<file path="src/rtl/matmul_pkg.sv">
// Shared types and helpers for the matrix-multiplier operand path.
// Latency: n/a (types and a pure function only).
// Backpressure: n/a.
// Contents: fetch FSM state, fetch kind, and the reference operand address
// function (base + row*K + k for rows, base + k*COLS + col for columns).
package matmul_pkg;

    typedef enum logic {
        IDLE  = 1'b0,
        FETCH = 1'b1
    } fetch_state_t;

    typedef enum logic {
        ROW = 1'b0,
        COL = 1'b1
    } fetch_kind_t;

    // Full 32-bit result; callers truncate to their address width, which
    // gives the required modulo-2^ADDR_WIDTH wrap.
    function automatic logic [31:0] calc_fetch_addr(
        input fetch_kind_t kind,
        input logic [31:0] base,
        input logic [31:0] idx,
        input logic [31:0] k,
        input logic [31:0] k_dim,
        input logic [31:0] cols
    );
        if (kind == ROW) begin
            return base + idx * k_dim + k;
        end
        return base + k * cols + idx;
    endfunction

endpackage

</file>
<file path="src/rtl/fetch_addr_gen.sv">
// Running operand address generator: element counter k plus current address.
// Latency: loaded/advanced values visible the cycle after load_i / adv_i.
// Backpressure: only advances on adv_i (an accepted request), so addr_o holds while ungranted.
// Ports: load_i/kind_i/start_addr_i start a new vector; adv_i steps k and
// the address by 1 (row) or COLS (column); addr_o/k_o are the registered values.
module fetch_addr_gen
    import matmul_pkg::*;
#(
    parameter int ADDR_WIDTH = 16,
    parameter int K          = 8,
    parameter int COLS       = 10,
    parameter int KW         = $clog2(K + 1)
) (
    input  logic                  clk,
    input  logic                  rst_n,
    input  logic                  load_i,
    input  fetch_kind_t           kind_i,
    input  logic [ADDR_WIDTH-1:0] start_addr_i,
    input  logic                  adv_i,
    output logic [ADDR_WIDTH-1:0] addr_o,
    output logic [KW-1:0]         k_o
);

    localparam logic [ADDR_WIDTH-1:0] COL_STEP = ADDR_WIDTH'(COLS);

    logic [ADDR_WIDTH-1:0] addr_q, addr_d;
    logic [KW-1:0]         k_q, k_d;
    fetch_kind_t           kind_q, kind_d;

    // Incremental stepping keeps a multiplier out of the issue path; only
    // the start address is computed from the index.
    always_comb begin
        addr_d = addr_q;
        k_d    = k_q;
        kind_d = kind_q;
        if (load_i) begin
            addr_d = start_addr_i;
            k_d    = '0;
            kind_d = kind_i;
        end else if (adv_i) begin
            addr_d = addr_q + ((kind_q == ROW) ? ADDR_WIDTH'(1) : COL_STEP);
            k_d    = k_q + KW'(1);
        end
    end

    always_ff @(posedge clk or negedge rst_n) begin
        if (!rst_n) begin
            addr_q <= '0;
            k_q    <= '0;
            kind_q <= ROW;
        end else begin
            addr_q <= addr_d;
            k_q    <= k_d;
            kind_q <= kind_d;
        end
    end

    assign addr_o = addr_q;
    assign k_o    = k_q;

endmodule

</file>
<file path="src/rtl/operand_fetch_server.sv">
// Operand fetch server: turns row/column fetch pulses into K in-order memory reads and a parallel buffer.
// Latency: pulse at t -> mem_req t+1..t+K -> buf_valid from t+K+2 (gnt=1, 1-cycle read).
// Backpressure: mem_req stalls on ~mem_gnt or MAX_OUTSTANDING in flight; fetch_stall rejects new pulses.
// Ports: fetch_row/fetch_col + row_idx/col_idx request; a_base/b_base matrix
// bases; mem_* req/gnt/rvalid read port; buf_data/buf_valid result; fetch_stall,
// data_stall status; err one-cycle pulse for rejected pulses and stray rvalid.
module operand_fetch_server
    import matmul_pkg::*;
#(
    parameter int ROWS            = 8,
    parameter int K               = 8,
    parameter int COLS            = 10,
    parameter int DATA_WIDTH      = 16,
    parameter int ADDR_WIDTH      = 16,
    parameter int MAX_OUTSTANDING = 4
) (
    input  logic                           clk,
    input  logic                           rst_n,
    input  logic                           fetch_row,
    input  logic                           fetch_col,
    input  logic [$clog2(ROWS)-1:0]        row_idx,
    input  logic [$clog2(COLS)-1:0]        col_idx,
    input  logic [ADDR_WIDTH-1:0]          a_base,
    input  logic [ADDR_WIDTH-1:0]          b_base,
    output logic                           mem_req,
    output logic [ADDR_WIDTH-1:0]          mem_addr,
    input  logic                           mem_gnt,
    input  logic                           mem_rvalid,
    input  logic [DATA_WIDTH-1:0]          mem_rdata,
    output logic [0:K-1][DATA_WIDTH-1:0]   buf_data,
    output logic                           buf_valid,
    output logic                           fetch_stall,
    output logic                           data_stall,
    output logic                           err
);

    localparam int RW = $clog2(ROWS);
    localparam int CW = $clog2(COLS);
    localparam int KW = $clog2(K + 1);
    localparam int OW = $clog2(MAX_OUTSTANDING + 1);

    // One extra bit so the range check is meaningful even when ROWS/COLS
    // is a power of two.
    localparam logic [RW:0]   ROWS_L = (RW + 1)'(ROWS);
    localparam logic [CW:0]   COLS_L = (CW + 1)'(COLS);
    localparam logic [KW-1:0] K_L    = KW'(K);
    localparam logic [KW-1:0] K_LAST = KW'(K - 1);
    localparam logic [OW-1:0] MAX_L  = OW'(MAX_OUTSTANDING);

    fetch_state_t                 state_q, state_d;
    logic                         pend_q, pend_d;
    logic [CW-1:0]                pend_idx_q, pend_idx_d;
    logic [KW-1:0]                rcv_q, rcv_d;
    logic [OW-1:0]                outst_q, outst_d;
    logic [0:K-1][DATA_WIDTH-1:0] buf_q, buf_d;
    logic                         bv_q, bv_d;
    logic                         err_q, err_d;

    logic [KW-1:0]         issued;
    logic [ADDR_WIDTH-1:0] gen_addr;
    logic                  idle, row_ok, col_ok;
    logic                  acc_row, acc_col, set_pend, start_pend, load;
    logic                  gnt_fire, rsp_ok, last_rsp;
    fetch_kind_t           load_kind;
    logic [ADDR_WIDTH-1:0] load_addr;

    assign idle   = (state_q == IDLE);
    assign row_ok = ({1'b0, row_idx} < ROWS_L);
    assign col_ok = ({1'b0, col_idx} < COLS_L);

    // Row wins a same-cycle collision; the column is parked as pending.
    assign acc_row  = idle & fetch_row & row_ok;
    assign acc_col  = idle & fetch_col & col_ok & ~acc_row;
    assign set_pend = acc_row & fetch_col & col_ok;

    assign fetch_stall = (state_q == FETCH) | pend_q;
    assign mem_req     = (state_q == FETCH) && (issued < K_L) && (outst_q < MAX_L);
    assign gnt_fire    = mem_req & mem_gnt;
    assign rsp_ok      = mem_rvalid & (outst_q != '0);
    assign last_rsp    = rsp_ok & (rcv_q == K_LAST);
    // Pending column starts on the same edge the row completes, so there is
    // no IDLE cycle between the two fetches.
    assign start_pend  = last_rsp & pend_q;
    assign load        = acc_row | acc_col | start_pend;

    always_comb begin
        load_kind = COL;
        load_addr = ADDR_WIDTH'(calc_fetch_addr(COL, 32'(b_base), 32'(pend_idx_q),
                                                32'd0, K, COLS));
        if (acc_row) begin
            load_kind = ROW;
            load_addr = ADDR_WIDTH'(calc_fetch_addr(ROW, 32'(a_base), 32'(row_idx),
                                                    32'd0, K, COLS));
        end else if (acc_col) begin
            load_kind = COL;
            load_addr = ADDR_WIDTH'(calc_fetch_addr(COL, 32'(b_base), 32'(col_idx),
                                                    32'd0, K, COLS));
        end
    end

    fetch_addr_gen #(
        .ADDR_WIDTH (ADDR_WIDTH),
        .K          (K),
        .COLS       (COLS),
        .KW         (KW)
    ) u_addr_gen (
        .clk          (clk),
        .rst_n        (rst_n),
        .load_i       (load),
        .kind_i       (load_kind),
        .start_addr_i (load_addr),
        .adv_i        (gnt_fire),
        .addr_o       (gen_addr),
        .k_o          (issued)
    );

    always_comb begin
        state_d    = state_q;
        pend_d     = pend_q;
        pend_idx_d = pend_idx_q;
        rcv_d      = rcv_q;
        buf_d      = buf_q;
        bv_d       = bv_q;
        outst_d    = outst_q + OW'(gnt_fire) - OW'(rsp_ok);
        err_d      = ((fetch_row | fetch_col) & fetch_stall)
                   | (idle & fetch_row & ~row_ok)
                   | (idle & fetch_col & ~col_ok)
                   | (mem_rvalid & (outst_q == '0));

        case (state_q)
            IDLE:    if (acc_row | acc_col) state_d = FETCH;
            FETCH:   if (last_rsp) state_d = pend_q ? FETCH : IDLE;
            default: state_d = IDLE;
        endcase

        if (set_pend) begin
            pend_d     = 1'b1;
            pend_idx_d = col_idx;
        end else if (start_pend) begin
            pend_d = 1'b0;
        end

        for (int j = 0; j < K; j++) begin
            if (rsp_ok && (rcv_q == KW'(j))) buf_d[j] = mem_rdata;
        end

        if (load)        rcv_d = '0;
        else if (rsp_ok) rcv_d = rcv_q + KW'(1);

        // Set on completion; any FETCH cycle without completion clears it,
        // which yields the single-cycle pulse between row and pending column.
        if (last_rsp)                       bv_d = 1'b1;
        else if (load || state_q == FETCH)  bv_d = 1'b0;
    end

    always_ff @(posedge clk or negedge rst_n) begin
        if (!rst_n) begin
            state_q    <= IDLE;
            pend_q     <= 1'b0;
            pend_idx_q <= '0;
            rcv_q      <= '0;
            outst_q    <= '0;
            buf_q      <= '0;
            bv_q       <= 1'b0;
            err_q      <= 1'b0;
        end else begin
            state_q    <= state_d;
            pend_q     <= pend_d;
            pend_idx_q <= pend_idx_d;
            rcv_q      <= rcv_d;
            outst_q    <= outst_d;
            buf_q      <= buf_d;
            bv_q       <= bv_d;
            err_q      <= err_d;
        end
    end

    assign mem_addr   = gen_addr;
    assign buf_data   = buf_q;
    assign buf_valid  = bv_q;
    assign err        = err_q;
    assign data_stall = (state_q == FETCH) & ~bv_q;

endmodule
</file>
<file path="config.mk">
export PLATFORM = sky130hd
export DESIGN_NAME = operand_fetch_server
export DESIGN_NICKNAME = d
export VERILOG_FILES = /design/src/rtl/matmul_pkg.sv /design/src/rtl/fetch_addr_gen.sv /design/src/rtl/operand_fetch_server.sv
export SDC_FILE = /design/constraint.sdc
export NUM_CORES = 1
export LEC_CHECK = 0
export CORE_UTILIZATION = 25
export CTS_CLUSTER_DIAMETER = 60
export DETAILED_ROUTE_END_ITERATION = 10
export GPL_TIMING_DRIVEN = 1
export SETUP_SLACK_MARGIN = 0.05
export SLEW_MARGIN = 20
export SYNTH_ARGS = -nofsm -noshare
export SYNTH_HDL_FRONTEND = slang
export SYNTH_SLANG_ARGS = --single-unit
</file>
<file path="constraint.sdc">
create_clock -name clk -period 3.1 [get_ports clk]
set_input_delay 0.62 -clock clk [delete_from_list [all_inputs] [get_ports clk]]
set_output_delay 0.62 -clock clk [all_outputs]
set_load 0.02 [all_outputs]
</file>
==> results by group, run 1 <==
Yosys
  • Seq cells post-synth: approximately 160
  • Synth Instances: 597
  • Mean Syn Cell Area: around 13 um2
  • Synth Net Count: ~680
  • Distinct cells, synth: 56
  • Synth warn: 0
  • Ys flop type: dfrtp_1
  • Synth async-reset ratio: 100%
  • Post-synthesis cell area: approximately 0.0076 mm2
  • Number of synthesized flops with an enable pin: 0
  • Sequential fraction of the synthesis area: 53.9%

Timing
  • Clock Skew: 0.0163 ns
  • Final worst slack: 0.207 ns
  • RSZ-0062 raised after global routing: no
  • Pins over their slew limit: 0
  • Final hold slack: 0.156 ns
  • Max-slew headroom: 57.8%
  • Final worst path period share: 93.3%
  • Final setup violation count: 0
  • Final setup TNS: 0 ns
  • Worst-Margin Slew: 0.631 ns
  • Crit path time final: a little under 3 ns
  • Final Hold Fails: 0
  • Max Fclk: 346 MHz

Critical path
  • Worst endpoint required time: 3.48 ns
  • Crit path DAT: 3.27 ns
  • CP endpoint kind: flop
  • Reg-to-reg slack, setup: 0.54 ns
  • Critical Path Source Type: input port
  • Reg2reg start: outst_q[2]$_DFF_PN0_
  • Worst-path maximum fanout: 5
  • Reg2reg path depth: 10
  • Critical path class: in -> reg
  • Worst reg2reg endpoint: outst_q[2]$_DFF_PN0_

Final layout
  • Layout cells sized above 1: 26.8%
  • Final core utilization: 36.9%
  • Multi-input logic area: 0.00342 mm2
  • Fill count: about 2900
  • Area Overhead vs Synth: 44.5%
  • Sequential Area: between 0.004 and 0.005 mm2
  • Nets: 917
  • Most frequent cells in the layout: clkdlybuf4s50_1, dfrtp_1, mux2_2
  • Most common cell after layout, fill and taps aside: clkdlybuf4s50_1

Global routing
  • Initial antenna violation count: 1
  • GRT Total Usage: approximately 14%
  • Vias in the first global route: approximately 5600
  • Largest net degree at the start of global routing: 67
  • First-pass GRT wire length: 33.4 mm
  • GRT Residual Overflow: 0

Route
  • Drt first pass iters: 4
  • DRC Markers: 0
  • Final WL: roughly 22 mm
  • Wire length on met1: 9.79 mm
  • Met2 wire len: about 11 mm
  • Met3 Routed Length: approximately 1.2 mm
  • Post-route ant nets: 0
  • Uppermost layer routed: met4
  • Via/cell ratio: 4.53
  • Vias: 5618
  • Initial DRC count: approximately 260
  • Wirelength per Cell: 17.6 um

Status
  • Status: finished, final reports clean

Placed design
  • Setup slack at placement: -0.444 ns
  • Gpl congestion: 0.862
  • Input/output buffers: 209
  • Hpwl dp: 15.6 mm

Floorplan
  • Num rows: 63
  • DIE WIDTH: 177 um
  • Initial Utilization: approximately 26%
  • Die height: approximately 180 um
  • Core ar.: 0.0298 mm2
  • I/O pins: 210
  • Die area: 0.0312 mm2

Clock tree
  • Clock Latency Late Sink: 0.43 ns
  • # H-tree levels: 4
  • Clock slew at reported path FFs: 0.08 ns
  • Total clock sinks: 164
  • Root Buffer: clkbuf_16
  • Max clock buf depth: 2
  • Total CTS buffers: 17
  • TritonCTS clock tree: built
  • Hold buffers post-CTS: 0

Pwr
  • VDD IR max: 354 uV
  • Pwr dens: 1070 mW/mm2
  • Tot Pwr: 11.8 mW
  • Leakage: 4.63 nW

Hold path
  • Worst Hold Class: in -> async

Job
  • Max-cap violations: 0
[critical path, stage by stage]
cell	delay, ns
clkdlybuf4s50_1	0.43
o21ai_2	0.18
nand2_2	0.08
nor3_2	0.10
buf_4	0.15
mux2_2	0.36
ha_4	0.31
a21oi_2	0.09
and2_1	0.19
or4_1	0.49
nand3_1	0.11
a31o_1	0.14
[power by group]
| group | internal, mW | total (mW) | switching (mW) | leakage [nW] |
|---|---|---|---|---|
| sequential | 3.19 | 3.85 | 0.660 | 2.01 |
| clock | 1.08 | 2.10 | 1.02 | 0.282 |
| combinational | 3.01 | 5.85 | 2.84 | 2.34 |
| total | 7.28 | 11.8 | 4.51 | 4.63 |
[per-layer routing]
layer	up-vias	track usage [%]
met5	-	0
met4	0	4.35
met3	15	2.86
met2	165	22.6
met1	2808	19.0
li1	2630	-
[worst max-delay path by stage]
| stage | start | end | cells past startpoint | slack [ns] |
|---|---|---|---|---|
| floorplan | col_idx[2] | u_addr_gen.addr_o[15]$_DFFE_PN0P_ | 10 | 0.09 |
| global placement | col_idx[2] | u_addr_gen.addr_o[10]$_DFFE_PN0P_ | 12 | -0.40 |
| detailed placement | col_idx[2] | u_addr_gen.addr_o[10]$_DFFE_PN0P_ | 12 | -0.44 |
| CTS | col_idx[2] | u_addr_gen.addr_o[10]$_DFFE_PN0P_ | 12 | 0.07 |
| global route | col_idx[1] | u_addr_gen.addr_o[12]$_DFFE_PN0P_ | 13 | 0.05 |
| finish | col_idx[1] | u_addr_gen.addr_o[10]$_DFFE_PN0P_ | 12 | 0.21 |
[state kept, by name (all words and copies together), names as in the netlist, 3 cells and up]
register / cells
buf_data: 128
u_addr_gen.addr_o: 16
pend_idx_q: 4
rcv_q: 4
u_addr_gen.k_o: 4
outst_q: 3
[repair_timing]
item | in CTS | in global routing
pin swaps | 0 | 5
gates cloned | 0 | 0
resized for setup | 1 | 17
buffers inserted | 0 | 2
setup endpoints to repair | 2 | 12
endpoints found under the hold margin | 0 | 0
[cell families (layout without fill, tap and decap cells)]
family	Yosys count	count (layout)	synth area share [%]
compound gates	80	80	7.01
xor+xnor	32	32	3.68
fa+ha+maj	21	21	3.84
buf+inv	39	290	2.61
flops	164	164	53.9
mux	140	140	20.6
other cells	0	1	0
simple gates	121	121	8.36
[layout make-up]
class,count,share of cell area [%]
sequential,164,37.3
timing repair buffer,238,21.2
clock inverter,15,1.45
inverter,20,0.682
clock buffer,17,3.86
tap,390,4.43
multi-input combinational,394,31.0
antenna,1,0.0227
[cell usage after synthesis, types with 2 or more instances]
master	count	area, um2
clkbuf_1	5	18.8
mux2i_1	3	30.0
o22ai_1	5	31.3
a211oi_1	7	52.6
o211ai_1	4	30.0
o21ai_1	2	10.0
a21oi_1	17	85.1
a21o_1	3	22.5
ha_1	17	213
nand4_1	9	56.3
fa_1	4	80.1
buf_6	2	22.5
a31oi_1	5	31.3
dfrtp_1	164	4100
o21ai_0	18	90.1
a2111oi_0	2	17.5
mux2_2	137	1540
buf_4	9	67.6
nor2b_1	3	18.8
o2111ai_1	2	17.5
xnor2_1	16	140
nand2_2	7	43.8
nor4_1	2	12.5
nand3_1	14	70.1
nand2_1	32	120
nand2b_1	3	18.8
and2_1	4	25.0
nor3_1	3	15.0
buf_2	3	15.0
xor2_1	16	140
and3_1	6	37.5
nor3b_1	3	22.5
o31ai_1	2	15.0
and4_1	2	17.5
and4bb_2	2	25.0
inv_1	20	75.1
nor2_1	25	93.8
[through the flow]
stage | area [um2] | std cells
global placement | 10300 | 1204
global route | 11000 | 1239
CTS | 10900 | 1236
detailed placement | 10300 | 1204
floorplan | 7630 | 597
finish | 11000 | 1239
Power figures use the tool's default switching activity.
==> run 2: changes to the inputs <==
--- a/config.mk
+++ b/config.mk
@@ -6,8 +6,10 @@
 export NUM_CORES = 1
 export LEC_CHECK = 0
+export CORE_MARGIN = 2
 export CORE_UTILIZATION = 25
 export CTS_CLUSTER_DIAMETER = 60
 export DETAILED_ROUTE_END_ITERATION = 10
 export GPL_TIMING_DRIVEN = 1
+export RECOVER_POWER = 100
 export SETUP_SLACK_MARGIN = 0.05
 export SLEW_MARGIN = 20
==> constraint.sdc (replaced) <==
create_clock -name clk -period 3.1 [get_ports clk]
set_input_delay 0.62 -clock clk [delete_from_list [all_inputs] [get_ports clk]]
set_output_delay 0.62 -clock clk [all_outputs]
set_load 0.05 [all_outputs]
==> run 2 against run 1 <==
The flow now finishes with violations (max-capacitance violations, max-slew violations). Die area up 2.3%. Cell count down 0.32%. Design area down 1.0%. Core utilization down 0.37 points. Sequential power down 2%. Sequential share of layout area up 0.38 points. Setup slack worse by 0.046 ns. Fmax down 1.5%. Critical path type unchanged. Critical endpoint unchanged.
==> results by group, run 2 (synthesis gave the netlist of run 1 again) <==
Status
  • Status: finished with violations
  • Violations in the final reports: max-capacitance violations, max-slew violations

Placed design
  • Hpwl dp: 15.7 mm (+0.53%)
  • # placed instances: 1201 (-0.25%)
  • DP Area: 0.0103 mm2 (-0.22%)
  • Input/output buffers: 209 (unchanged)
  • Gpl congestion: 0.859 (-0.29%)

Critical path
  • CP endpoint kind: flop
  • Reg2reg start: outst_q[2]$_DFF_PN0_
  • Reg-to-reg slack, setup: 0.36 ns (-0.18 ns)
  • Crit path DAT: 3.30 ns (+0.03 ns)
  • Worst endpoint required time: 3.46 ns (-0.02 ns)
  • Critical Path Source Type: input port
  • Worst-path maximum fanout: 5 (unchanged)
  • Critical path class: in -> reg
  • CP startpoint: col_idx[1]

Timing
  • RSZ-0062 raised after global routing: yes
  • Clock Skew: 0.0209 ns (+0.00460 ns)
  • Final worst path period share: 94.8% (+1.5 points)
  • Worst-Margin Slew: 1.95 ns (+1.32 ns)
  • Final hold slack: 0.496 ns (+0.340 ns)
  • Crit path time final: 2.94 ns (+0.0455 ns)
  • Final setup violation count: 0 (unchanged)
  • Max Fclk: 340 MHz (-1.5%)
  • Final Hold Fails: 0 (unchanged)
  • Max-slew headroom: -29.8% (-88 points)
  • Pins over their slew limit: 101 (+101)

Final layout
  • Final std cells w/o fill: 1235 (-0.32%)
  • Area Overhead vs Synth: 43.0%
  • Nets: 913 (-0.44%)
  • Largest register FFs: 128 (unchanged)
  • Most common cell after layout, fill and taps aside: dfrtp_1
  • Final Instance Area: 0.0109 mm2 (-1.0%)
  • Layout cells sized above 1: 24.8% (-2.0 points)
  • Fill count: 2928 (+0.62%)
  • Final core utilization: 36.6% (-0.37 points)
  • Most frequent cells in the layout: dfrtp_1, dlygate4sd3_1, mux2_2

Clock tree
  • Root Buffer: clkbuf_16
  • Clock Latency Late Sink: 0.43 ns (about the same)
  • Clock slew at reported path FFs: 0.07 ns (about the same)
  • Total clock sinks: 164 (unchanged)
  • Total CTS buffers: 17 (unchanged)
  • Hold buffers post-CTS: 0 (unchanged)
  • Max clock buf depth: 2 (unchanged)
  • # H-tree levels: 4 (unchanged)
  • TritonCTS clock tree: built

Global routing
  • GRT Total Usage: 13.9% (-0.24 points)
  • Initial antenna violation count: 1 (unchanged)
  • Grt met3 use: 3.69% (+0.82 points)
  • M1 GR Usage: 19.1% (+0.11 points)
  • GRT busiest layer: met2
  • Vias in the first global route: 5565 (+0.036%)
  • First-pass GRT wire length: 33.5 mm (+0.29%)
  • Largest net degree at the start of global routing: 80 (+19%)
  • Met2 Use GR: 21.5% (-1.2 points)
  • GRT Residual Overflow: 0 (unchanged)

Route
  • Post-route ant nets: 0 (unchanged)
  • Initial DRC count: 349 (+33%)
  • Drt first pass iters: 5 (+1)
  • Wirelength per Cell: 17.7 um (+0.51%)
  • Via/cell ratio: 4.54 (+0.11%)
  • Vias: 5606 (-0.21%)
  • DRC Markers: 0 (unchanged)
  • Final WL: 21.8 mm (+0.18%)

Pwr
  • Leakage: 4.74 nW (+2.4%)
  • VDD IR max: 379 uV (+7.2%)
  • Pwr dens: 1250 mW/mm2 (+16%)

Hold path
  • Worst Hold Class: reg -> reg
  • Min-delay src: buf_data[83]$_DFFE_PN0P_

Floorplan
  • Initial Utilization: 25.6% (unchanged)
  • Die height: 179 um (+1.1%)
  • I/O pins: 210 (unchanged)
  • Core ar.: 0.0298 mm2 (unchanged)
  • Die area: 0.0319 mm2 (+2.3%)
  • Num rows: 63 (unchanged)
  • DIE WIDTH: 179 um (+1.1%)

Job
  • Max-cap violations: 2 (+2)
-- run 2: routing by layer --
| layer | wire length [um] | up-vias |
|---|---|---|
| met5 | 0 | - |
| met4 | 332 | 0 |
| met3 | 1200 | 17 |
| met2 | 10300 | 165 |
| met1 | 10000 | 2787 |
| li1 | - | 2637 |
-- run 2: worst max-delay path, stage by stage --
cell and delay [ns]:
clkdlybuf4s50_1 0.43, o21ai_1 0.17, nand2_1 0.10, nor3_2 0.10
buf_4 0.15, mux2_2 0.36, ha_4 0.29, a21oi_1 0.13
and2_4 0.20, or4_1 0.49, nand3_1 0.10, a31o_1 0.15
-- run 2: where the power goes --
| part | switching, mW | internal (mW) | total, mW |
|---|---|---|---|
| logic | 5.00 | 2.61 | 7.61 |
| registers | 0.610 | 3.18 | 3.79 |
| clock network | 1.02 | 1.16 | 2.18 |
| total | 6.63 | 6.96 | 13.6 |
-- run 2: through the flow --
stage	TNS [ns]	worst slack, ns	total power [mW]
after detailed placement	-4.62	-0.448	11.8
after global routing	0	0.00563	14.3
final	0	0.162	13.6
after CTS	0	0.0921	14.1
after floorplan	0	0.0858	9.02
after global placement	-4.00	-0.439	11.7
-- run 2: path summary, 6_finish.rpt --
| kind | cells past startpoint | to |
|---|---|---|
| worst min-delay path | 1 | buf_data[83]$_DFFE_PN0P_ |
| worst min register to register | 1 | buf_data[83]$_DFFE_PN0P_ |
| max in group asynchronous | 2 | rcv_q[0]$_DFFE_PN0P_ |
| worst max-delay path | 12 | u_addr_gen.addr_o[10]$_DFFE_PN0P_ |
| min in group asynchronous | 1 | buf_data[8]$_DFFE_PN0P_ |
| worst max register to register | 4 | buf_data[4]$_DFFE_PN0P_ |
-- run 2: layout make-up --
type                    instances  area [um2]  area share, %
flip-flops and latches        164        4100           37.7
multi-input cells             394        3360           30.9
repair buffers                234        2260           20.7
well taps                     390         488           4.48
clock buffers                  17         425           3.90
clock inverters                15         184           1.69
inverters                      20        75.1          0.689
diodes                          1        2.50         0.0230
-- run 2: what timing repair did --
| item | in CTS | in global routing |
|---|---|---|
| setup endpoints to repair | 4 | 12 |
| resized for setup | 3 | 10 |
| pin swaps | 0 | 4 |
| buffers inserted | 0 | 1 |
| hold endpoints to repair | 0 | 0 |
